$ cat config.mk
export PLATFORM = sky130hd
export DESIGN_NAME = button_event_arbiter
export DESIGN_NICKNAME = d
export VERILOG_FILES = /design/src/rtl/btn_event_pkg.sv /design/src/rtl/btn_event_detect.sv /design/src/rtl/button_event_arbiter.sv
export SDC_FILE = /design/constraint.sdc
export NUM_CORES = 1
export LEC_CHECK = 0
export ABC_AREA = 1
export CORE_MARGIN = 1.5
export CORE_UTILIZATION = 50
export DETAILED_ROUTE_END_ITERATION = 8
export GPL_TIMING_DRIVEN = 0
export PLACE_DENSITY = 0.7
export SLEW_MARGIN = 20
export SYNTH_ARGS = -nofsm -noshare
export SYNTH_HDL_FRONTEND = slang
export SYNTH_SLANG_ARGS = --single-unit
$ cat constraint.sdc
create_clock -name clk_fast -period 4.8 [get_ports clk_fast]
set_input_delay 0.96 -clock clk_fast [delete_from_list [all_inputs] [get_ports clk_fast]]
set_output_delay 0.96 -clock clk_fast [all_outputs]
set_load 0.03 [all_outputs]
$ cat src/rtl/btn_event_pkg.sv
// Shared event encodings and pending-slot type for the button event arbiter.
package btn_event_pkg;

    typedef enum logic [1:0] {
        EVT_PRESS   = 2'd0,
        EVT_RELEASE = 2'd1,
        EVT_LONG    = 2'd2,
        EVT_RSVD    = 2'd3
    } evt_type_e;

    typedef struct packed {
        logic      valid;
        evt_type_e etype;
    } pend_slot_t;

endpackage

$ cat src/rtl/btn_event_detect.sv
// Per-channel edge detector with a one-deep pending event slot.
// Long-press counter is built only when BTN_LONG_PRESS_EN is defined.
module btn_event_detect
    import btn_event_pkg::*;
#(
    parameter int LONG_PRESS_CYCLES = 50_000_000
) (
    input  logic       clk_fast,
    input  logic       reset,
    input  logic       btn_level,
    input  logic       grant,
    output pend_slot_t slot,
    output logic       overflow_set
);

    logic prev_level;
    logic press_edge;
    logic release_edge;
    logic long_hit;
    logic new_event;

    // Buttons are active-low, so idle level is 1
    assign press_edge   = prev_level & ~btn_level;
    assign release_edge = ~prev_level & btn_level;

    always_ff @(posedge clk_fast) begin
        if (reset) begin
            prev_level <= 1'b1;
        end else begin
            prev_level <= btn_level;
        end
    end

`ifdef BTN_LONG_PRESS_EN
    localparam int CNT_W = $clog2(LONG_PRESS_CYCLES + 1);
    localparam logic [CNT_W-1:0] CNT_MAX     = CNT_W'(LONG_PRESS_CYCLES);
    localparam logic [CNT_W-1:0] LONG_HIT_AT = CNT_W'(LONG_PRESS_CYCLES - 1);

    logic [CNT_W-1:0] hold_cnt;

    always_ff @(posedge clk_fast) begin
        if (reset) begin
            hold_cnt <= '0;
        end else if (press_edge || release_edge) begin
            hold_cnt <= '0;
        end else if (!btn_level && hold_cnt != CNT_MAX) begin
            hold_cnt <= hold_cnt + 1'b1;
        end
    end

    // Fires once, on the increment that reaches the threshold; saturation stops repeats
    assign long_hit = !btn_level && !press_edge && (hold_cnt == LONG_HIT_AT);
`else
    assign long_hit = 1'b0;
`endif

    assign new_event    = press_edge | release_edge | long_hit;
    assign overflow_set = new_event & slot.valid & ~grant;

    // A new event always wins over the grant-clear, so nothing is lost when both coincide
    always_ff @(posedge clk_fast) begin
        if (reset) begin
            slot <= '{valid: 1'b0, etype: EVT_PRESS};
        end else if (press_edge) begin
            slot <= '{valid: 1'b1, etype: EVT_PRESS};
        end else if (release_edge) begin
            slot <= '{valid: 1'b1, etype: EVT_RELEASE};
        end else if (long_hit) begin
            slot <= '{valid: 1'b1, etype: EVT_LONG};
        end else if (grant) begin
            slot.valid <= 1'b0;
        end
    end

endmodule

$ cat src/rtl/button_event_arbiter.sv
// Round-robin arbiter merging per-button events into a first-word-fall-through FIFO.
// Optional long-press events are enabled with the BTN_LONG_PRESS_EN macro.
module button_event_arbiter
    import btn_event_pkg::*;
#(
    parameter int NUM_BTNS          = 4,
    parameter int FIFO_DEPTH        = 4,
    parameter int LONG_PRESS_CYCLES = 50_000_000
) (
    input  logic                          clk_fast,
    input  logic                          reset,
    input  logic [NUM_BTNS-1:0]           btn_debounced_in,
    output logic                          evt_valid,
    input  logic                          evt_ready,
    output logic [$clog2(NUM_BTNS)-1:0]   evt_btn_id,
    output logic [1:0]                    evt_type,
    output logic                          evt_overflow,
    output logic [$clog2(FIFO_DEPTH):0]   evt_count
);

    localparam int ID_W  = $clog2(NUM_BTNS);
    localparam int PTR_W = $clog2(FIFO_DEPTH);
    localparam int CNT_W = PTR_W + 1;

    typedef struct packed {
        logic [ID_W-1:0] id;
        evt_type_e       etype;
    } fifo_entry_t;

    pend_slot_t           slots [NUM_BTNS];
    logic [NUM_BTNS-1:0]  pend_valid;
    logic [NUM_BTNS-1:0]  grant;
    logic [NUM_BTNS-1:0]  ovf_set;

    logic [ID_W-1:0]      rr_ptr;
    logic [ID_W-1:0]      arb_idx;
    logic [ID_W:0]        idx_sum;
    logic                 arb_found;
    logic                 push_ok;
    logic                 do_push;
    logic                 pop;

    fifo_entry_t          fifo_mem [FIFO_DEPTH];
    fifo_entry_t          head;
    logic [PTR_W-1:0]     wr_ptr;
    logic [PTR_W-1:0]     rd_ptr;

    for (genvar g = 0; g < NUM_BTNS; g++) begin : g_chan
        btn_event_detect #(
            .LONG_PRESS_CYCLES(LONG_PRESS_CYCLES)
        ) u_detect (
            .clk_fast    (clk_fast),
            .reset       (reset),
            .btn_level   (btn_debounced_in[g]),
            .grant       (grant[g]),
            .slot        (slots[g]),
            .overflow_set(ovf_set[g])
        );
        assign pend_valid[g] = slots[g].valid;
    end

    // Search from rr_ptr upward with wrap; NUM_BTNS need not be a power of two
    always_comb begin
        arb_found = 1'b0;
        arb_idx   = '0;
        idx_sum   = '0;
        for (int i = 0; i < NUM_BTNS; i++) begin
            idx_sum = {1'b0, rr_ptr} + (ID_W+1)'(i);
            if (idx_sum >= (ID_W+1)'(NUM_BTNS)) begin
                idx_sum = idx_sum - (ID_W+1)'(NUM_BTNS);
            end
            if (!arb_found && pend_valid[idx_sum[ID_W-1:0]]) begin
                arb_found = 1'b1;
                arb_idx   = idx_sum[ID_W-1:0];
            end
        end
    end

    assign evt_valid = (evt_count != '0);
    assign pop       = evt_valid & evt_ready;
    assign push_ok   = (evt_count < CNT_W'(FIFO_DEPTH)) | pop;
    assign do_push   = arb_found & push_ok;

    always_comb begin
        grant = '0;
        if (do_push) begin
            grant[arb_idx] = 1'b1;
        end
    end

    always_ff @(posedge clk_fast) begin
        if (reset) begin
            rr_ptr <= '0;
        end else if (do_push) begin
            if (arb_idx == ID_W'(NUM_BTNS - 1)) begin
                rr_ptr <= '0;
            end else begin
                rr_ptr <= arb_idx + 1'b1;
            end
        end
    end

    // Storage needs no reset; occupancy and pointers define what is valid
    always_ff @(posedge clk_fast) begin
        if (do_push) begin
            fifo_mem[wr_ptr] <= '{id: arb_idx, etype: slots[arb_idx].etype};
        end
    end

    always_ff @(posedge clk_fast) begin
        if (reset) begin
            wr_ptr    <= '0;
            rd_ptr    <= '0;
            evt_count <= '0;
        end else begin
            if (do_push) begin
                wr_ptr <= wr_ptr + 1'b1;
            end
            if (pop) begin
                rd_ptr <= rd_ptr + 1'b1;
            end
            case ({do_push, pop})
                2'b10:   evt_count <= evt_count + 1'b1;
                2'b01:   evt_count <= evt_count - 1'b1;
                default: evt_count <= evt_count;
            endcase
        end
    end

    always_ff @(posedge clk_fast) begin
        if (reset) begin
            evt_overflow <= 1'b0;
        end else if (|ovf_set) begin
            evt_overflow <= 1'b1;
        end
    end

    assign head       = fifo_mem[rd_ptr];
    assign evt_btn_id = head.id;
    assign evt_type   = head.etype;

endmodule

# After elaboration in Yosys (flattened, before gate mapping)
# Memories as Yosys holds them, arrays and structs flattened. A register that Yosys moved wholly into a read port is not among the register bits.
# Index checks and enable logic that the tools add are counted.
# word_totals
ff_bits	22
latch_bits	0
mem_bits_rw	16
romBits	0
input_bits	7
out_inout_bits	9
n_memories	1
# op_classes
add_sub_neg	12
multipliers	0
div	0
magnitude_cmp	12
eq_ne	3
shift	0
muxes	44
n_bitwise	36
reduce_logical	18
# memory_table
memory	words	width	rd	rd_ports_with_merged_regs	wr	line_no	text
fifo_mem	4	4	1	1	1	button_event_arbiter.sv:43	fifo_entry_t fifo_mem [FIFO_DEPTH];
# op_table
operator	count
2-bit two-way mux	13
3-bit two-way mux	8
1-bit bitwise AND	18
2-bit by 3-bit less-than comparator with 1-bit output, second input constant	5
1-bit two-way mux	15
3-bit nonzero test	5
3-bit >= comparator, second input constant	4
1-bit inverter	12
1-bit binary-select mux with 2-bit select	4
2-bit OR reduction	4
2-bit by 1-bit subtractor with 2-bit output, second input constant	4
2-bit by 1-bit adder with 2-bit output, second input constant	3
2-bit by 2-bit adder with 3-bit output, second input constant	2
3-bit binary-select mux with 2-bit select	1
3-bit one-hot mux with 2 select lines	1
1-bit bitwise OR	5
2-bit equality test, second input constant	2
1-bit logical AND	4
4-bit two-way mux	1
4-bit OR reduction	1
2-bit by 1-bit adder with 3-bit output, second input constant	1
3-bit by 1-bit adder with 3-bit output, second input constant	1
2-bit by 3-bit >= comparator with 1-bit output, second input constant	1
1-bit zero test	3
7 further kinds	7

# Longest topological paths before layout
# Gate-level depths: netlist of the first run.
# logic_depth
depth_word	22
depth_mapped	16

# Modules after synthesis
# Synthesis of the first run repeated with hierarchy kept, for this count alone.
# hier_totals
cells_unflattened	298
area_unflattened_um2	2287.2
# modules_own_cells
mod	instances	cells_per_inst	area_per_inst_um2	seq_area_each_um2
button_event_arbiter	1	210	1646.6	720.7
btn_event_detect	4	22	160.2	60.1

# Worst setup path after synthesis of the first run
# OpenSTA, ideal clock, no wires.
# synth_timing
path_type	input to register
start	input evt_ready
end	register evt_count[2]
setup_ns	0.122
t_arrival_ns	2.330
t_required_ns	4.678
setup_slack_ns	2.348
stages	11
n_path_buf	1
cell_sequence	nand2_1 nand2_1 nand2_4 buf_6 ha_1 inv_1 fa_1 a21oi_1 o21ai_0 o21ai_0 a21oi_1
# synth_between
elab_chain_len	5
word_cells_on_any_way	7
cone_classes	2 x eq/ne; 1 x mux; 3 x bitwise; 1 x reduce/logical
# synth_lines
item	line_no	text
start: declaration	button_event_arbiter.sv:14	input logic evt_ready,
1-bit bitwise AND (*)	button_event_arbiter.sv:80	assign pop = evt_valid & evt_ready;
1-bit bitwise OR	button_event_arbiter.sv:81	assign push_ok = (evt_count < CNT_W'(FIFO_DEPTH)) | pop;
1-bit bitwise AND	button_event_arbiter.sv:82	assign do_push = arb_found & push_ok;
2-bit by 1-bit equality test with 1-bit output / 2-bit equality test (equally long branches)	button_event_arbiter.sv:122	case ({do_push, pop})
3-bit one-hot mux with 2 select lines / 2-bit nonzero test (equally long branches)	-	
end signal: assignment	button_event_arbiter.sv:123	2'b10: evt_count <= evt_count + 1'b1;
end signal: assignment	button_event_arbiter.sv:124	2'b01: evt_count <= evt_count - 1'b1;
end signal: assignment	button_event_arbiter.sv:125	default: evt_count <= evt_count;
end: declaration	button_event_arbiter.sv:18	output logic [$clog2(FIFO_DEPTH):0] evt_count
# Every way passes the cells marked *; elsewhere a longest branch is shown, timed or not.
# A chain may end at the register's enable or synchronous reset.

==> flow_summary_export.csv, run 1 <==
group,metric,value,unit
finish,final_nets,287,
placed_design,dp_slack,1830,ps
job,max_cap_violations,0,
sta,fin_crit_sh,0.560,
die,rows,22,
route,avgRoutedWirePerCell,11.1,um
sta,setup_viol,0,
sta,fin_crit,2690,ps
power_and_ir_drop,ir_drop,0.386,mV
synthesis,synth_warnings,0,
route,drt-total-wl,3490,um
route,first_pass_iters,4,
power_and_ir_drop,p_int,904,uW
power_and_ir_drop,clockPowerShare,0.125,
finish,area_delta_synth_final,13.8,%
clock_network,cts_resized,0,
grt,grtUsageTotal,0.196,
synthesis,syn_avg_cell_area,8.18,sq um
worst_setup_path,setup.worst_path.class,"reg -> out",
die,io_pins,16,
clock_network,clkSinkCount,36,
route,viasPerCell,4.92,
sta,setup_tns,0,ps
route,routed-wl-met3,119,um
synthesis,synth-edff-count,12,
route,vias,1544,
worst_setup_path,critPathLaunchType,"register",
die,die_w,66.3,um
worst_setup_path,crit_required,3840,ps
finish,drive_above_1_share,0.135,
route,final_antenna_net_count,0,
finish,final_common_cell,"nand2_1",
placed_design,gp_congestion,0.793,
sta,finalWorstSetupSlack,2110,ps
sta,clock_skew,4.12,ps
sta,rsz0062_at_grt,"no",
sta,maxSlewViolCount,0,
min_path,hold_depth,2,
clock_network,cts_tree,"yes",
sta,whs,476,ps
route,highest_layer,"met4",
power_and_ir_drop,switching_share,0.473,
route,first_iter_violations,45,
placed_design,port_buffers,13,
synthesis,ys_types,29,
synthesis,ys_ff_latch,36,
die,core_area,3740,sq um
synthesis,synth-simple-area-share,0.299,
power_and_ir_drop,cellLeakagePower,0.00105,uW
worst_setup_path,critPathMaxFanout,7,
synthesis,synth_top_family_by_area,"simple AND/OR/NAND/NOR gates",
clock_network,cts.path.max_buffers,2,
grt,grt_antenna_before_repair,0,
placed_design,hpwl,2710,um
clock_network,postCtsSetupBuffers,0,
grt,grt_pass1_vias,1475,
finish,diodes,0,
die,die_y,66.3,um
grt,grt_max_degree,13,
worst_setup_path,cp-end-kind,"primary output",
route,wl_met2,1600,um
worst_setup_path,ff2ff_path_depth,16,
grt,grt_pass1_wl,6490,um
synthesis,async_flop_share,0,
synthesis,ys_dominant_reg_cell,"dfxtp_1",
synthesis,synth.area.mux_share,0,
synthesis,synth_fa_ha_area_frac,0.0974,
grt,gr-total-overflow,0,
synthesis,syn-instance-count,245,
worst_setup_path,critPathArrivalTime,1730,ps
clock_network,hold_buffers,0,
clock_network,clk_pin_slew,70,ps
die,floorplan.initialDensity,0.535,
finish,final_util,0.609,
synthesis,seq_area_frac_synth,0.420,
die,die-area,4400,sq um
sta,clock.fmax,372,MHz
synthesis,synth.net_count,267,
status,status,"finished, final reports clean",
clock_network,root_buffer,"clkbuf_8",
clock_network,clk_latency,290,ps
power_and_ir_drop,power_frac_seq,0.290,
route,met1_length,1710,um
min_path,hp-class,"reg -> reg",
synthesis,syn_area,2000,sq um
clock_network,htree_levels,2,
power_and_ir_drop,p_per_area,752,nW/um^2
finish,final_cell_mix,"nand2_1 (46), inv_1 (31), nor2_1 (27)",
route,drc_errors,0,
synthesis,synth_xor_area_frac,0,
power_and_ir_drop,p_switching,810,uW
sta,hold_violations,0,
power_and_ir_drop,power_frac_comb,0.585,
clock_network,cts_buffers,5,
synthesis,synth_compound_area_frac,0.0974,
-- synthesized netlist by cell type, types with 2 or more instances --
cell type / number / share of area
a21oi_1: 16 / 0.040
buf_6: 2 / 0.011
dfxtp_1: 24 / 0.24
edfxtp_1: 12 / 0.18
ha_1: 14 / 0.087
inv_1: 31 / 0.058
inv_2: 2 / 0.0037
nand2_1: 46 / 0.086
nand2_2: 6 / 0.019
nand2_4: 4 / 0.022
nand3_1: 17 / 0.042
nand3_2: 7 / 0.035
nor2_1: 27 / 0.051
nor2_4: 2 / 0.011
nor3_1: 4 / 0.010
o21ai_0: 16 / 0.040
o22ai_1: 3 / 0.0094
-- per-stage QoR --
stage	cell area, sq um	power (uW)	std cells
floorplan	2000	1280	245
detailed placement	2190	1510	306
global placement	2190	1500	306
global route	2280	1880	314
CTS	2280	1730	314
finish	2280	1710	314
-- registers in the layout, indices dropped and copies added, names as in the netlist, named ones only --
signal                      count
evt_count                       3
evt_overflow                    1
fifo_mem                       12
g_chan.u_detect.prev_level      4
g_chan.u_detect.slot            8
rd_ptr                          2
rr_ptr                          2
wr_ptr                          2
-- area by class of cell --
class,instances,area (sq um)
Fill cell,368,1460
Multi-Input combinational cell,170,993
Sequential cell,36,841
Timing Repair Buffer,13,130
Inverter,34,130
Clock buffer,5,68.8
Tap cell,48,60.1
Buffer,5,38.8
Clock inverter,3,17.5
-- logic make-up (layout without fill, tap and decap cells) --
group | count (synthesis) | count (layout)
and+or+nand+nor | 117 | 117
buffers and inverters | 39 | 60
AOI/OAI and AO/OA | 37 | 37
DFF | 36 | 36
adders and majority gates | 15 | 15
other | 1 | 1
-- metal layers --
layer | global-route usage | vias up
met5 | 0 | -
met4 | 0.0842 | 0
met3 | 0.0409 | 5
met2 | 0.324 | 17
met1 | 0.245 | 678
li1 | - | 844
-- final timing paths --
check / from / endpoint / slack (ps)
max: register / evt_btn_id[0] / 2110
min: rd_ptr[1]$_SDFFE_PP0P_ / register / 480
min reg2reg: rd_ptr[1]$_SDFFE_PP0P_ / register / 480
max reg2reg: rr_ptr[0]$_SDFFE_PP0P_ / evt_count[2]$_SDFFE_PP0P_ / 2220
-- critical path, stage by stage (launching register included) --
cell             delay (ps)
dfxtp_1                 430
o21ai_0                 150
o22ai_1                 170
clkdlybuf4s50_1         690
-- power groups by stage --
stage	clock network, uW	registers, uW	logic, uW
after detailed placement	0	504	1010
after global placement	0	503	995
final	214	496	1000
after CTS	220	497	1010
after floorplan	0	521	755
after global routing	230	510	1140
Power figures use the tool's default switching activity.
==> run 2, diff against run 1 <==
- PLACE_DENSITY: 0.7 -> 0.73
- clock period: 4.8 -> 2.35 ns (I/O delays scaled with it)
==> run 2 against run 1 <==
  * Final area up 6.9%
  * Highest routed layer unchanged
  * Total power up 130%
  * Sequential share of layout area down 2.1 points
  * Combinational power up 140%
  * Flip-flop and latch count unchanged
==> flow_summary_export.csv, run 2 (same netlist as run 1, synthesis figures left out) <==
group,metric,value,unit
die,rows,22,
placed_design,hpwl,2720,um
worst_setup_path,worstSetupPathDepth,14,
clock_network,clkSinkCount,36,
sta,hold_violations,0,
grt,grt_pass1_vias,1468,
worst_setup_path,crit_family,"simple AND/OR/NAND/NOR gates",
clock_network,htree_levels,2,
route,first_pass_iters,4,
placed_design,port_buffers,13,
route,drt-total-wl,3880,um
sta,whs,473,ps
die,die_w,66.3,um
finish,final_nets,296,
power_and_ir_drop,power_frac_seq,0.257,
finish,final_common_cell,"nand2_1",
placed_design,gp_congestion,0.772,
die,die-area,4400,sq um
grt,grt_pass1_wl,6430,um
worst_setup_path,path_buf_inv,2,
worst_setup_path,worstSetupStartpoint,"rr_ptr[0]$_SDFFE_PP0P_",
power_and_ir_drop,ir_drop,0.966,mV
worst_setup_path,crit_required,2520,ps
power_and_ir_drop,p_int,2200,uW
grt,gr-total-overflow,0,
clock_network,cts_buffers,5,
grt,grtUsageTotal,0.191,
power_and_ir_drop,cellLeakagePower,0.00113,uW
placed_design,dp_slack,-214,ps
worst_setup_path,cp_cell_sequence,"buf_8 > nand2_2 > nand2_2 > nand2_4 > nand2_1 > nand3b_4 > nand2_8 > ha_2 > inv_2 > fa_2 > a21oi_2 > o21ai_2 > o21ai_1 > a21oi_1",
min_path,hold_depth,2,
sta,clock.fmax,445,MHz
finish,diodes,0,
grt,grt_max_degree,14,
sta,finalWorstSetupSlack,105,ps
route,vias,1610,
route,first_iter_violations,60,
worst_setup_path,critPathMaxFanout,7,
route,routed-wl-met3,100,um
route,highest_layer,"met4",
clock_network,clk_latency,280,ps
min_path,hp-class,"reg -> reg",
die,io_pins,16,
route,wl_met2,1940,um
worst_setup_path,critPathArrivalTime,2420,ps
power_and_ir_drop,power_frac_comb,0.611,
worst_setup_path,critPathLaunchType,"register",
route,met1_length,1780,um
clock_network,root_buffer,"clkbuf_8",
route,avgRoutedWirePerCell,12.0,um
power_and_ir_drop,switching_share,0.449,
sta,fin_crit,2250,ps
worst_setup_path,setup.worst_path.class,"reg -> reg",
sta,maxSlewViolCount,0,
worst_setup_path,ff2ff_path_depth,14,
worst_setup_path,cp-end-kind,"register",
finish,area_delta_synth_final,21.7,%
sta,fin_crit_sh,0.955,
sta,setup_viol,0,
clock_network,clk_pin_slew,70,ps
power_and_ir_drop,p_switching,1800,uW
die,floorplan.initialDensity,0.535,
power_and_ir_drop,clockPowerShare,0.132,
route,final_antenna_net_count,0,
worst_setup_path,reg2reg_from,"rr_ptr[0]$_SDFFE_PP0P_",
min_path,hp-start,"rd_ptr[1]$_SDFFE_PP0P_",
finish,largest-register,"fifo_mem",
clock_network,cts_tree,"yes",
die,die_y,66.3,um
worst_setup_path,max_stage_delay,380,ps
worst_setup_path,cp_common_cell,"nand2_2",
clock_network,hold_buffers,0,
grt,grt_antenna_before_repair,0,
route,drc_errors,0,
status,status,"finished, final reports clean",
job,max_cap_violations,0,
finish,final_util,0.651,
clock_network,cts.path.max_buffers,2,
finish,top_regs,"fifo_mem (12), g_chan.u_detect.slot (8), g_chan.u_detect.prev_level (4)",
route,viasPerCell,4.98,
finish,final_cell_mix,"nand2_1 (42), inv_1 (29), nor2_1 (27)",
worst_setup_path,crit_path_top_delay_cell,"fa_2",
sta,clock_skew,3.80,ps
die,core_area,3740,sq um
sta,setup_tns,0,ps
finish,largest_reg_flops,12,
finish,drive_above_1_share,0.215,
power_and_ir_drop,p_per_area,1640,nW/um^2
run 2: cell count changes in the layout (fill, tap and decap cells not counted), moves of 2 or more:
cell / change
nand2_1: -4
dfxtp_1: -2
buf_6: -2
buf_4: +10
inv_1: -2
o21ai_0: -2
nand2_2: +2
dfxtp_4: +2
run 2: what timing repair did:
action | in CTS | in global routing
endpoints found under the setup margin | 2 | 2
buffers inserted | 2 | 8
resized for setup | 7 | 15
pin swaps | 1 | 14
run 2: stage by stage:
stage / cells / total power, uW / area, sq um
after CTS: 315 / 3660 / 2330
after global placement: 306 / 3060 / 2200
final: 323 / 4000 / 2440
after floorplan: 245 / 2610 / 2010
after detailed placement: 306 / 3090 / 2200
after global routing: 323 / 4310 / 2440
run 2: power by group through the flow:
stage               clock, uW  combinational (uW)  sequential [uW]
global route              562                2690             1060
CTS                       541                2100             1020
floorplan                   0                1550             1060
detailed placement          0                2060             1030
finish                    529                2440             1030
global placement            0                2030             1030
run 2: area by class of cell:
class / count / area (sq um)
timing repair buffer: 23 / 205
clock buffer: 5 / 68.8
sequential: 36 / 848
multi-input combinational: 170 / 1050
tap: 48 / 60.1
inverter: 34 / 133
buffer: 4 / 31.3
clock inverter: 3 / 42.5
fill: 336 / 1310
run 2: layer usage:
layer | vias up | track usage
met1 | 728 | 0.246
met2 | 25 | 0.326
li1 | 851 | -
met5 | - | 0
met3 | 6 | 0.0409
met4 | 0 | 0.0459
run 2: path summary, 6_finish.rpt:
kind	to	slack [ps]
max reg2reg	evt_count[2]$_SDFFE_PP0P_	100
min	register	470
max	evt_count[2]$_SDFFE_PP0P_	100
min reg2reg	register	470
run 2: tightest hold or removal path: stages (launching register included):
cell	delay, ps
dfxtp_1	300
inv_1	60
a21oi_1	70
